File: config.mk
export PLATFORM = sky130hd
export DESIGN_NAME = laser310_bank_ctrl
export DESIGN_NICKNAME = d
export VERILOG_FILES = /design/src/rtl/laser310_bank_ctrl.sv
export SDC_FILE = /design/constraint.sdc
export NUM_CORES = 1
export LEC_CHECK = 0
export ABC_AREA = 0
export CAP_MARGIN = 20
export CORE_ASPECT_RATIO = 1.25
export CORE_MARGIN = 10
export CORE_UTILIZATION = 38
export DETAILED_ROUTE_END_ITERATION = 16
export SYNTH_ARGS = -nofsm -noshare
export SYNTH_HDL_FRONTEND = slang
export SYNTH_SLANG_ARGS = --single-unit
File: constraint.sdc
create_clock -name clk -period 2.2 [get_ports clk]
set_input_delay 0.44 -clock clk [delete_from_list [all_inputs] [get_ports clk]]
set_output_delay 0.44 -clock clk [all_outputs]
set_load 0.01 [all_outputs]
File: src/rtl/laser310_bank_ctrl.sv
// Laser 310 SRAM bank controller: decodes Z80 memory/IO cycles into registered
// SRAM strobes and high address bits, and stretches activity LEDs.
module laser310_bank_ctrl #(
  parameter logic [3:0]  BANK_PORT = 4'h7,
  parameter logic [15:0] LED_HOLD  = 16'd50000
) (
  input  logic       clk,
  input  logic       rst,
  input  logic [4:0] Addr,
  input  logic [3:0] AddrIO,
  input  logic       WR_N,
  input  logic       RD_N,
  input  logic       MREQ_N,
  input  logic       IORQ_N,
  input  logic [1:0] D1D0,
  output logic [1:0] RAM_A1514,
  output logic       RAM_CS_N,
  output logic       RAM_OE_N,
  output logic       RAM_WE_N,
  output logic       led1,
  output logic       led2,
  output logic [1:0] bank
);

  localparam int unsigned NSTB = 4;
  localparam int unsigned S_WR = 3;
  localparam int unsigned S_RD = 2;
  localparam int unsigned S_MREQ = 1;
  localparam int unsigned S_IORQ = 0;

  typedef enum logic [1:0] {IDLE, MEM_ACT, IO_WR, RECOVER} state_t;

  state_t            state;
  logic [NSTB-1:0]   sync1, sync2;
  logic              wr_s, rd_s, mreq_s, iorq_s;
  logic              is_read;
  logic              mem_req, io_req, in_win, go_mem, go_io, mem_end;
  logic [1:0]        win_a;
  logic [15:0]       cnt1, cnt2;

  function automatic logic [1:0] map_bank(input logic [1:0] b);
    return (b[1] == 1'b0) ? 2'b01 : b;
  endfunction

  // Two-flop synchronizers for the asynchronous bus strobes
  always_ff @(posedge clk) begin
    if (rst) begin
      sync1 <= '1;
      sync2 <= '1;
    end else begin
      sync1 <= {WR_N, RD_N, MREQ_N, IORQ_N};
      sync2 <= sync1;
    end
  end

  assign wr_s   = sync2[S_WR];
  assign rd_s   = sync2[S_RD];
  assign mreq_s = sync2[S_MREQ];
  assign iorq_s = sync2[S_IORQ];

  // Cycle qualification and window decode; Addr/AddrIO/D1D0 are only consumed
  // on the edge that leaves IDLE, so they need no synchronizer.
  always_comb begin
    mem_req = 1'b0;
    io_req  = 1'b0;
    in_win  = 1'b0;
    win_a   = 2'b00;
    mem_req = !mreq_s && iorq_s && (rd_s ^ wr_s);
    io_req  = !iorq_s && mreq_s && !wr_s && rd_s && (AddrIO == BANK_PORT);
    if (Addr == 5'b10111) begin
      in_win = 1'b1;
      win_a  = 2'b00;
    end else if (Addr[4:3] == 2'b11) begin
      in_win = 1'b1;
      win_a  = map_bank(bank);
    end
    go_mem  = (state == IDLE) && mem_req && in_win;
    go_io   = (state == IDLE) && !go_mem && io_req;
    mem_end = mreq_s || (is_read ? rd_s : wr_s) || (!rd_s && !wr_s);
  end

  always_ff @(posedge clk) begin
    if (rst) begin
      state     <= IDLE;
      RAM_CS_N  <= 1'b1;
      RAM_OE_N  <= 1'b1;
      RAM_WE_N  <= 1'b1;
      RAM_A1514 <= 2'b00;
      bank      <= 2'b01;
      is_read   <= 1'b0;
    end else begin
      case (state)
        IDLE: begin
          if (go_mem) begin
            state     <= MEM_ACT;
            RAM_A1514 <= win_a;
            RAM_CS_N  <= 1'b0;
            RAM_OE_N  <= rd_s;
            RAM_WE_N  <= wr_s;
            is_read   <= !rd_s;
          end else if (go_io) begin
            state <= IO_WR;
            bank  <= D1D0;
          end
        end
        MEM_ACT: begin
          if (mem_end) begin
            state    <= RECOVER;
            RAM_CS_N <= 1'b1;
            RAM_OE_N <= 1'b1;
            RAM_WE_N <= 1'b1;
          end
        end
        IO_WR: begin
          if (iorq_s || wr_s) state <= IDLE;
        end
        RECOVER: state <= IDLE;
        default: state <= IDLE;
      endcase
    end
  end

  // LED stretchers; led mirrors (count != 0) of the value being loaded
  always_ff @(posedge clk) begin
    if (rst) begin
      cnt1 <= '0;
      led1 <= 1'b0;
    end else if (go_mem) begin
      cnt1 <= LED_HOLD;
      led1 <= (LED_HOLD != 16'd0);
    end else if (cnt1 != 16'd0) begin
      cnt1 <= cnt1 - 16'd1;
      led1 <= (cnt1 != 16'd1);
    end else begin
      led1 <= 1'b0;
    end
  end

  always_ff @(posedge clk) begin
    if (rst) begin
      cnt2 <= '0;
      led2 <= 1'b0;
    end else if (go_io) begin
      cnt2 <= LED_HOLD;
      led2 <= (LED_HOLD != 16'd0);
    end else if (cnt2 != 16'd0) begin
      cnt2 <= cnt2 - 16'd1;
      led2 <= (cnt2 != 16'd1);
    end else begin
      led2 <= 1'b0;
    end
  end

endmodule

Word level (Yosys, flattened, before mapping)
Index checks and enable logic that the tools add are counted.
{ "classes": {"eq_ne": 12, "n_bitwise": 2, "n_reduce_logical": 31, "n_mux": 26, "add_sub_neg": 2} }
{ "ops": {"columns": ["cell", "n"], "rows": [
  ["16-bit two-way mux", 4],
  ["16-bit by 1-bit inequality test with 1-bit output, second input constant", 2],
  ["16-bit nonzero test", 2],
  ["16-bit by 1-bit subtractor with 16-bit output, second input constant", 2],
  ["2-bit two-way mux", 7],
  ["1-bit logical AND", 11],
  ["1-bit two-way mux", 11],
  ["3-bit AND reduction", 3],
  ["2-bit one-hot mux with 4 select lines", 1],
  ["2-bit == test, second input constant", 3],
  ["2-bit inequality test, second input constant", 3],
  ["1-bit one-hot mux with 2 select lines", 3],
  ["2-bit nonzero test", 3],
  ["5-bit == test, second input constant", 1],
  ["1-bit logical NOT", 5],
  ["4-bit by 3-bit == test with 1-bit output, second input constant", 1],
  ["2-bit OR reduction", 2],
  ["1-bit logical OR", 3],
  ["3-bit inequality test, second input constant", 1],
  ["2-bit by 1-bit == test with 1-bit output, second input constant", 1],
  ["2-bit logical NOT", 1],
  ["2-bit AND reduction", 1],
  ["1-bit NOT", 1],
  ["1-bit XOR", 1]
]} }
{ "totals": {"register_bits": 52, "output_inout_bits": 9} }

Longest topological paths before layout
Gate-level depths: netlist (run 1).
{ "depth": {"word_depth": 11, "ltp_mapped": 8, "depth_no_buf": 6} }

Worst setup path before layout (run 1)
Ideal clock, no wire load.
{ "synth_path": {"kind": "reg2reg", "from": "reg cnt2[10]", "to": "reg cnt2[14]", "path_stages_with_launch": 6, "required_ps": 2126, "path_slack_ps": 305, "n_path_buf": 1, "arrival_time_ps": 1820, "path_cell_list": "dfxtp_1 > or4_1 > buf_2 > or2_4 > or4_1 > a31oi_1"} }
{ "synth_between": {"elab_chain_len": 3, "word_cells_on_any_way": 5} }
{ "synth_rtl": {"columns": ["element", "line", "text"], "rows": [
  ["start: declaration", "39", "logic [15:0] cnt1, cnt2;"],
  ["start signal: assignment", "147", "cnt2 <= cnt2 - 16'd1;"],
  ["16-bit by 1-bit subtractor with 16-bit output", "147", null],
  ["16-bit two-way mux", "146", "end else if (cnt2 != 16'd0) begin"],
  ["16-bit two-way mux", "143", "end else if (go_io) begin"]
]} }
Several ways; a longest one is shown, not always the timed one. The select of a mux whose other input is x is not followed.
A chain may end at the register's enable or synchronous reset.

Final worst setup path (run 1)
{ "layout_path": {"from": "reg cnt2[0]", "to": "reg cnt2[1]"} }
{ "layout_between": {"elab_chain_len": 1, "word_cells_on_any_way": 2} }
{ "layout_rtl": {"columns": ["element", "line"], "rows": [
  ["16-bit by 1-bit subtractor with 16-bit output or 16-bit nonzero test (tied branches)", "147, 146"]
]} }
Several ways; a longest one is shown, not always the timed one.

==> results of run 1 <==
==> cell type report <==
cell class                 instances  area, um2  area share [%]
multi-input combinational        206       1340            44.4
sequential                        52       1040            34.6
timing repair buffer              36        333            11.1
tap                               85        106            3.53
clock inverter                     3       90.1            2.99
clock buffer                       5       68.8            2.29
inverter                           9       33.8            1.12
==> worst paths after layout <==
path | start | endpoint | slack, ns | depth (start not counted)
hold / removal | sync1[3] | sync2[3] | 0.42 | 1
setup / recovery | cnt2[0] | cnt2[1] | 0.17 | 5
setup reg to reg | cnt2[0] | cnt2[1] | 0.17 | 5
hold reg to reg | sync1[3] | sync2[3] | 0.42 | 1
==> cell families (layout without fill, tap and decap cells) <==
| group | Yosys count | count (layout) | share of synthesized area [%] |
|---|---|---|---|
| AO/OA/AOI/OAI | 69 | 69 | 18.0 |
| XOR/XNOR | 1 | 1 | 0.358 |
| adder cells (fa/ha/maj) | 7 | 7 | 3.58 |
| buffers and inverters | 18 | 53 | 2.92 |
| flip-flops | 52 | 52 | 42.6 |
| multiplexers | 6 | 6 | 2.51 |
| AND/OR/NAND/NOR | 123 | 123 | 30.1 |
==> cells in the final DEF, fill, tap and decap left out, types with 8 or more instances in the layout <==
cell type                         synthesis  final
sky130_fd_sc_hd__buf_4                    0     11
sky130_fd_sc_hd__dfxtp_1                 52     52
sky130_fd_sc_hd__o31ai_1                  8      8
sky130_fd_sc_hd__clkdlybuf4s50_1          0     25
sky130_fd_sc_hd__nand2_1                 16     16
sky130_fd_sc_hd__or3_1                   13     13
sky130_fd_sc_hd__a21oi_1                 16     16
sky130_fd_sc_hd__inv_1                    9      9
sky130_fd_sc_hd__nor2_1                  14     14
sky130_fd_sc_hd__a31oi_1                 14     14
sky130_fd_sc_hd__nor3_1                  12     12
sky130_fd_sc_hd__o21ai_0                 15     15
sky130_fd_sc_hd__or2_2                   13     13
sky130_fd_sc_hd__or4_1                   15     15
==> synth_stat cells, drive strengths merged (3+ instances only) <==
master | count | area [um2]
dfxtp | 52 | 1040
a21oi | 16 | 80.1
nand2 | 16 | 60.1
or4 | 16 | 124
o21ai | 15 | 75.1
or2 | 15 | 96.4
a31oi | 14 | 87.6
nor2 | 14 | 52.6
or3 | 13 | 81.3
nor3 | 12 | 60.1
inv | 9 | 33.8
nor4 | 8 | 62.6
o31ai | 8 | 60.1
ha | 7 | 87.6
nand3 | 7 | 35.0
clkbuf | 6 | 22.5
nand2b | 6 | 37.5
mux2i | 5 | 50.1
a211o | 3 | 26.3
buf | 3 | 15.0
nor2b | 3 | 18.8
o41ai | 3 | 26.3
==> metal layers <==
metal	vias to the layer above	wire [um]	track usage, %
met5	-	0	0
met4	0	102	4.64
met3	6	143	2.86
met2	20	2780	20.3
met1	1023	2520	12.9
li1	1103	-	-
==> sequential cells by signal, indices dropped and copies added (netlist names) <==
register	flops
led2	1
RAM_WE_N	1
bank	2
sync2	4
cnt1	16
state	2
is_read	1
sync1	4
RAM_CS_N	1
RAM_A1514	2
cnt2	16
RAM_OE_N	1
led1	1
==> per-stage QoR <==
step	hold slack [ns]	std cells	worst slack, ns	area, um2	util, %
2_1_floorplan	0.389	276	0.305	2440	-
3_5_place_dp	0.394	388	0.0688	2850	45.8
4_1_cts	0.418	396	0.175	3000	48.4
6_report	0.416	396	0.175	3010	48.5
3_3_place_gp	0.391	388	0.111	2850	45.8
5_1_grt	0.443	396	0.0604	3010	48.5
==> worst reg2reg max path: stages (launching register included) <==
cell,delay [ns]
sky130_fd_sc_hd__dfxtp_1,0.38
sky130_fd_sc_hd__inv_1,0.10
sky130_fd_sc_hd__ha_1,0.18
sky130_fd_sc_hd__or3b_2,0.51
sky130_fd_sc_hd__or4_4,0.47
sky130_fd_sc_hd__o311a_1,0.30
==> where the power goes <==
part           internal [mW]  total (mW)  switching [mW]
logic                   1.00        2.19            1.19
clock network          0.569       0.891           0.322
registers               1.22        1.48           0.263
==> summary.md, run 1 <==
| Metric | Value |
|---|---|
| Final critical path time including I/O delays and setup | `2.03 ns` |
| Core Box Area | `0.00621 mm2` |
| Vias in the first global route | `2,029` |
| Tightest Hold Check Type | `flop to flop` |
| Setup repair after global routing missed its margin | `no` |
| Clock Skew | `0.00927 ns` |
| Synthesized netlist net count | `300` |
| Count of final max-slew check failures | `0` |
| Clock transition at path regs | `0.10 ns` |
| Total die area | `0.0101 mm2` |
| Pin count of the biggest net entering global routing | `18` |
| # setup viols final | `0` |
| H-tree levels | `2` |
| Total power density per cell area | `1510 mW/mm2` |
| Delay of the slowest cell on the worst path | `0.51 ns` |
| Leakage | `1.15 nW` |
| Final worst-path cycle share | `92.1%` |
| Netlist area before placement | `0.00244 mm2` |
| Routability Congestion | `0.847` |
| Count of distinct cell types in the synthesized netlist | `44` |
| Clock latency on the worst-skew pair | `0.31 ns` |
| TritonCTS Sinks | `52` |
| Critical-path cell list | `inv_1, ha_1, or3b_2, or4_4, o311a_1` |
| Sum of internal, switching and leakage power | `4.56 mW` |
| IO Port Bufs | `25` |
| Number of antenna cells inserted | `0` |
| Num CTS Buffers | `5` |
| Number of buffers on the longest clock path | `2` |
| Slew Limit Headroom | `66.3%` |
| Detail Route Antenna Nets | `0` |
| Layout overhead on the synthesized area | `23.2%` |
| Die width | `91.7 um` |
| Routed wirelength normalized by instance count | `14.0 um` |
| Worst Tran Pin Value | `0.501 ns` |
| Floorplan die height | `110 um` |
| Number of flops mapped to enable cells by yosys | `0` |
| TritonCTS clock tree | `done` |
| Maximum resistive drop on vdd | `0.869 mV` |
| Avg Inst Size Synth | `8.85 um2` |
| Fill cell instance count of the final layout | `631` |
| Type of the worst setup path | `flop to flop` |
| Max FO, Critical Path | `6` |
| Number of nets in the final layout | `334` |
| Data required, critical path | `2.40 ns` |
| Number of vias per cell after detailed routing | `5.43` |
| Register bit total from synthesis | `52` |
| Syn. warnings | `0` |
| Number of antenna violations at the first check in global routing | `0` |
| Startpoint type of the worst setup path | `flop` |
| Starting Density | `39.4%` |
| HPWL reported at the end of detailed placement | `4150 um` |
| Share of async-settable or async-resettable flops after synthesis | `0%` |
| Crit path arrival time | `2.23 ns` |
| Maximum capacitance violations | `0` |
| Number of vias in the routed layout | `2,152` |
| 1st-iter DRT viols | `92` |
| Wire length of the first global-routing pass | `9530 um` |
| Most used flip-flop cell after synthesis | `sky130_fd_sc_hd__dfxtp_1` |
| Final wirelength | `5540 um` |
| Number of buffers and inverters on the critical path | `1` |
| DRC violation count after routing | `0` |
| Number of standard cells after synthesis | `276` |
| Outcome | `finished clean` |
| Post-cts repair resize count | `0` |
| Row Count | `32` |
| Share of final-layout standard cells stronger than drive strength 1 | `13.5%` |
| Cell at the slowest stage of the critical path | `sky130_fd_sc_hd__or3b_2` |
| Num ports | `26` |
| Sequential cell area fraction in the yosys report | `42.6%` |
| GR Overflow Total | `0` |
| Kind of cell adding the most delay to the critical path | `simple AND/OR/NAND/NOR gates` |
| Cts hold-fix bufs | `0` |
| Global Route Usage Sum | `11.5%` |
| Maximum clock frequency | `494 MHz` |
| Endpoints failing hold | `0` |
| Total Negative Setup Slacks | `0 ns` |
| Number of setup buffers added after CTS | `0` |
| Category of the worst setup path capture point | `flop` |
| Cell chosen for the clock root | `sky130_fd_sc_hd__clkbuf_8` |
| Detailed Routing Iterations Pass 1 | `4` |
Power figures use the tool's default switching activity.
==> inputs of run 2 (changes only) <==
--- a/config.mk
+++ b/config.mk
@@ -5,7 +5,7 @@
 export SDC_FILE = /design/constraint.sdc
 export NUM_CORES = 1
 export LEC_CHECK = 0
-export ABC_AREA = 0
+export ABC_AREA = 1
 export CAP_MARGIN = 20
 export CORE_ASPECT_RATIO = 1.25
 export CORE_MARGIN = 10
==> run 2 against run 1 <==
Effect of this change: sequential share of layout area decreased by 1.1 points; fmax up 12%; via count is 10% higher; setup slack improved by 0.21 ns; wire length grew 5.4%; clock power is 36% lower; largest power group unchanged; critical path type unchanged; power shrank 16%.
==> summary.md, run 2 <==
| Metric | Value |
|---|---|
| Outcome | `finished clean` |
| Avg Inst Size Synth | `6.84 um2` |
| Post-synthesis compound-gate area fraction | `6.32%` |
| Number of flops mapped to enable cells by yosys | `0` |
| Commonest cells in the netlist | `sky130_fd_sc_hd__nand2_1, sky130_fd_sc_hd__nor2_1, sky130_fd_sc_hd__dfxtp_1, sky130_fd_sc_hd__inv_1, sky130_fd_sc_hd__nand3_1` |
| Worst reg2reg endpoint | `cnt2[0]` |
| Final wirelength | `5840 um` |
| Cts hold-fix bufs | `0` |
| Row Count | `34` |
| 1st-iter DRT viols | `73` |
| # setup viols final | `0` |
| Total die area | `0.0109 mm2` |
| Cell taking the most area after synthesis | `sky130_fd_sc_hd__dfxtp_1` |
| Cell types with the largest area share after synthesis | `sky130_fd_sc_hd__dfxtp_1, sky130_fd_sc_hd__nand2_1, sky130_fd_sc_hd__nor2_1` |
| Delay of the slowest cell on the worst path | `0.39 ns` |
| Cell at the slowest stage of the critical path | `sky130_fd_sc_hd__dfxtp_1` |
| Syn. warnings | `0` |
| Total power density per cell area | `1230 mW/mm2` |
| Netlist area before placement | `0.00269 mm2` |
| Number of antenna violations at the first check in global routing | `0` |
| Number of vias in the routed layout | `2,374` |
| Detail Route Antenna Nets | `0` |
| Maximum resistive drop on vdd | `0.606 mV` |
| Wire length of the first global-routing pass | `10,400 um` |
| Clock transition at path regs | `0.10 ns` |
| Most frequent cell after synthesis | `sky130_fd_sc_hd__nand2_1` |
| Worst setup slack before clock tree synthesis | `0.285 ns` |
| WP depth | `8` |
| Area of combinational cells with multiple inputs | `0.00144 mm2` |
| Number of standard cells after synthesis | `394` |
| Post-synthesis share of cell area spent on xor and xnor gates | `3.58%` |
| Detailed Routing Iterations Pass 1 | `4` |
| Number of buffers and inverters on the critical path | `1` |
| Share of the synthesized area in the top cell type | `38.6%` |
| Kind of cell adding the most delay to the critical path | `simple AND/OR/NAND/NOR gates` |
| Tightest Hold Check Type | `flop to flop` |
| Share of final-layout standard cells stronger than drive strength 1 | `10.7%` |
| Layout overhead on the synthesized area | `15.5%` |
| Fraction of synthesized area in multiplexers | `0%` |
| Type of the worst setup path | `flop to flop` |
| Num ports | `26` |
| Sequential Area | `0.00104 mm2` |
| GR Overflow Total | `0` |
| Startpoint type of the worst setup path | `flop` |
| Share of async-settable or async-resettable flops after synthesis | `0%` |
| TritonCTS clock tree | `done` |
| Leading cell type in the layout, fill and taps excluded | `sky130_fd_sc_hd__nand2_1` |
| RR Startpoint | `sync2[2]` |
| Number of vias per cell after detailed routing | `4.64` |
| Main combinational cell family by area after synthesis | `simple AND/OR/NAND/NOR gates` |
| Clock latency on the worst-skew pair | `0.31 ns` |
| Num CTS Buffers | `5` |
| Critical-path cell list | `inv_1, ha_1, nand3_1, nor2_4, nand2_4, nand3_2, nand2_2, a21oi_1` |
| Number of buffers on the longest clock path | `2` |
| Worst Slack Setup Final | `0.384 ns` |
| Synthesized-area fraction occupied by and/or/nand/nor cells | `40.3%` |
| Clock Skew | `0.0105 ns` |
| Routability Congestion | `0.868` |
| Endpoints failing hold | `0` |
| TritonCTS Sinks | `52` |
| Starting Density | `38.8%` |
| Max FO, Critical Path | `14` |
| FF-to-FF setup slack | `0.38 ns` |
| Count of final max-slew check failures | `0` |
| Number of setup buffers added after CTS | `0` |
| Hold EP | `sync2[1]` |
| Number of nets in the final layout | `445` |
| Data required, critical path | `2.43 ns` |
| DRC violation count after routing | `0` |
| Core Box Area | `0.00693 mm2` |
| Fill cell instance count of the final layout | `714` |
| Crit path arrival time | `2.05 ns` |
| H-tree levels | `2` |
| Number of antenna cells inserted | `0` |
| Post-cts repair resize count | `0` |
| Slew Limit Headroom | `77.4%` |
| Die width | `95.3 um` |
| Maximum clock frequency | `551 MHz` |
| Top Registers | `cnt1 (16), cnt2 (16)` |
| Maximum capacitance violations | `0` |
| Share of synthesized cell area in full adder, half adder and majority cells | `3.25%` |
| Synthesized netlist net count | `418` |
| Category of the worst setup path capture point | `flop` |
| Global Route Usage Sum | `11.7%` |
| Pin count of the biggest net entering global routing | `18` |
| Leakage | `1.48 nW` |
| HPWL reported at the end of detailed placement | `4590 um` |
| Hold Startpoint | `sync1[1]` |
| Vias in the first global route | `2,346` |
| Setup repair after global routing missed its margin | `no` |
| Final worst-path cycle share | `82.6%` |
| Number of cells on the worst hold path | `1` |
| Top library cells by usage in the layout, fill and taps aside | `sky130_fd_sc_hd__nand2_1, sky130_fd_sc_hd__nor2_1, sky130_fd_sc_hd__dfxtp_1, sky130_fd_sc_hd__inv_1, sky130_fd_sc_hd__nand3_1` |
| Sequential cell area fraction in the yosys report | `38.6%` |
| Routed wirelength normalized by instance count | `11.4 um` |
| Register bit total from synthesis | `52` |
| Floorplan die height | `114 um` |
| Most used flip-flop cell after synthesis | `sky130_fd_sc_hd__dfxtp_1` |
| Final critical path time including I/O delays and setup | `1.82 ns` |
| Total Negative Setup Slacks | `0 ns` |
| Worst Tran Pin Value | `0.338 ns` |
| Worst Reg-to-Reg Cells | `8` |
| Count of distinct cell types in the synthesized netlist | `28` |
| Cell chosen for the clock root | `sky130_fd_sc_hd__clkbuf_8` |
| IO Port Bufs | `25` |
[run 2: changes by cell type after synthesis, moves of 10 or more]
cell	before	now
sky130_fd_sc_hd__nand3_1	7	34
sky130_fd_sc_hd__o21ai_0	15	4
sky130_fd_sc_hd__nor2_1	14	66
sky130_fd_sc_hd__nand2_1	16	102
sky130_fd_sc_hd__nor3_1	12	2
sky130_fd_sc_hd__a31oi_1	14	0
sky130_fd_sc_hd__or3_1	13	0
sky130_fd_sc_hd__inv_1	9	40
sky130_fd_sc_hd__or4_1	15	0
[run 2: layout make-up]
class | count | area share [%]
multi-input cells | 292 | 46.3
inverters | 43 | 5.19
clock inverters | 3 | 0.724
flip-flops and latches | 52 | 33.5
well taps | 90 | 3.62
clock buffers | 5 | 2.21
repair buffers | 27 | 8.53
[run 2: per-stage QoR]
| stage | cells | hold slack, ns | util, % | instance area [um2] | total power, mW |
|---|---|---|---|---|---|
| finish | 512 | 0.416 | 44.9 | 3110 | 3.83 |
| global route | 512 | 0.431 | 44.9 | 3110 | 4.26 |
| CTS | 512 | 0.417 | 44.9 | 3110 | 3.87 |
| detailed placement | 504 | 0.393 | 43.5 | 3020 | 3.30 |
| global placement | 504 | 0.390 | 43.5 | 3020 | 3.28 |
| floorplan | 394 | 0.389 | - | 2690 | 2.89 |
[run 2: where the power goes]
| group | internal [mW] | switching, mW |
|---|---|---|
| combinational | 0.748 | 1.18 |
| clock | 0.229 | 0.337 |
| sequential | 1.15 | 0.180 |
| total | 2.13 | 1.70 |
[run 2: worst max-delay path by stage]
stage | slack, ns | startpoint | end
after floorplan | 0.80 | sync2[2] | bank[1]
after global placement | 0.33 | AddrIO[2] | cnt2[12]
after detailed placement | 0.29 | AddrIO[2] | cnt2[0]
after CTS | 0.36 | sync2[2] | cnt2[0]
after global routing | 0.17 | sync2[2] | cnt2[0]
final | 0.38 | sync2[2] | cnt2[0]
[run 2: logic make-up after synthesis]
kind of cell             after synthesis
AO/OA/AOI/OAI                         32
XOR/XNOR                              11
adder cells (fa/ha/maj)                7
buffers and inverters                 50
flip-flops                            52
AND/OR/NAND/NOR                      242
[run 2: metal layers]
layer	vias to the layer above	routed length [um]	track usage, %
met1	1051	2570	13.1
met4	0	103	4.10
li1	1280	-	-
met3	9	194	2.76
met5	-	0	0
met2	34	2970	20.9
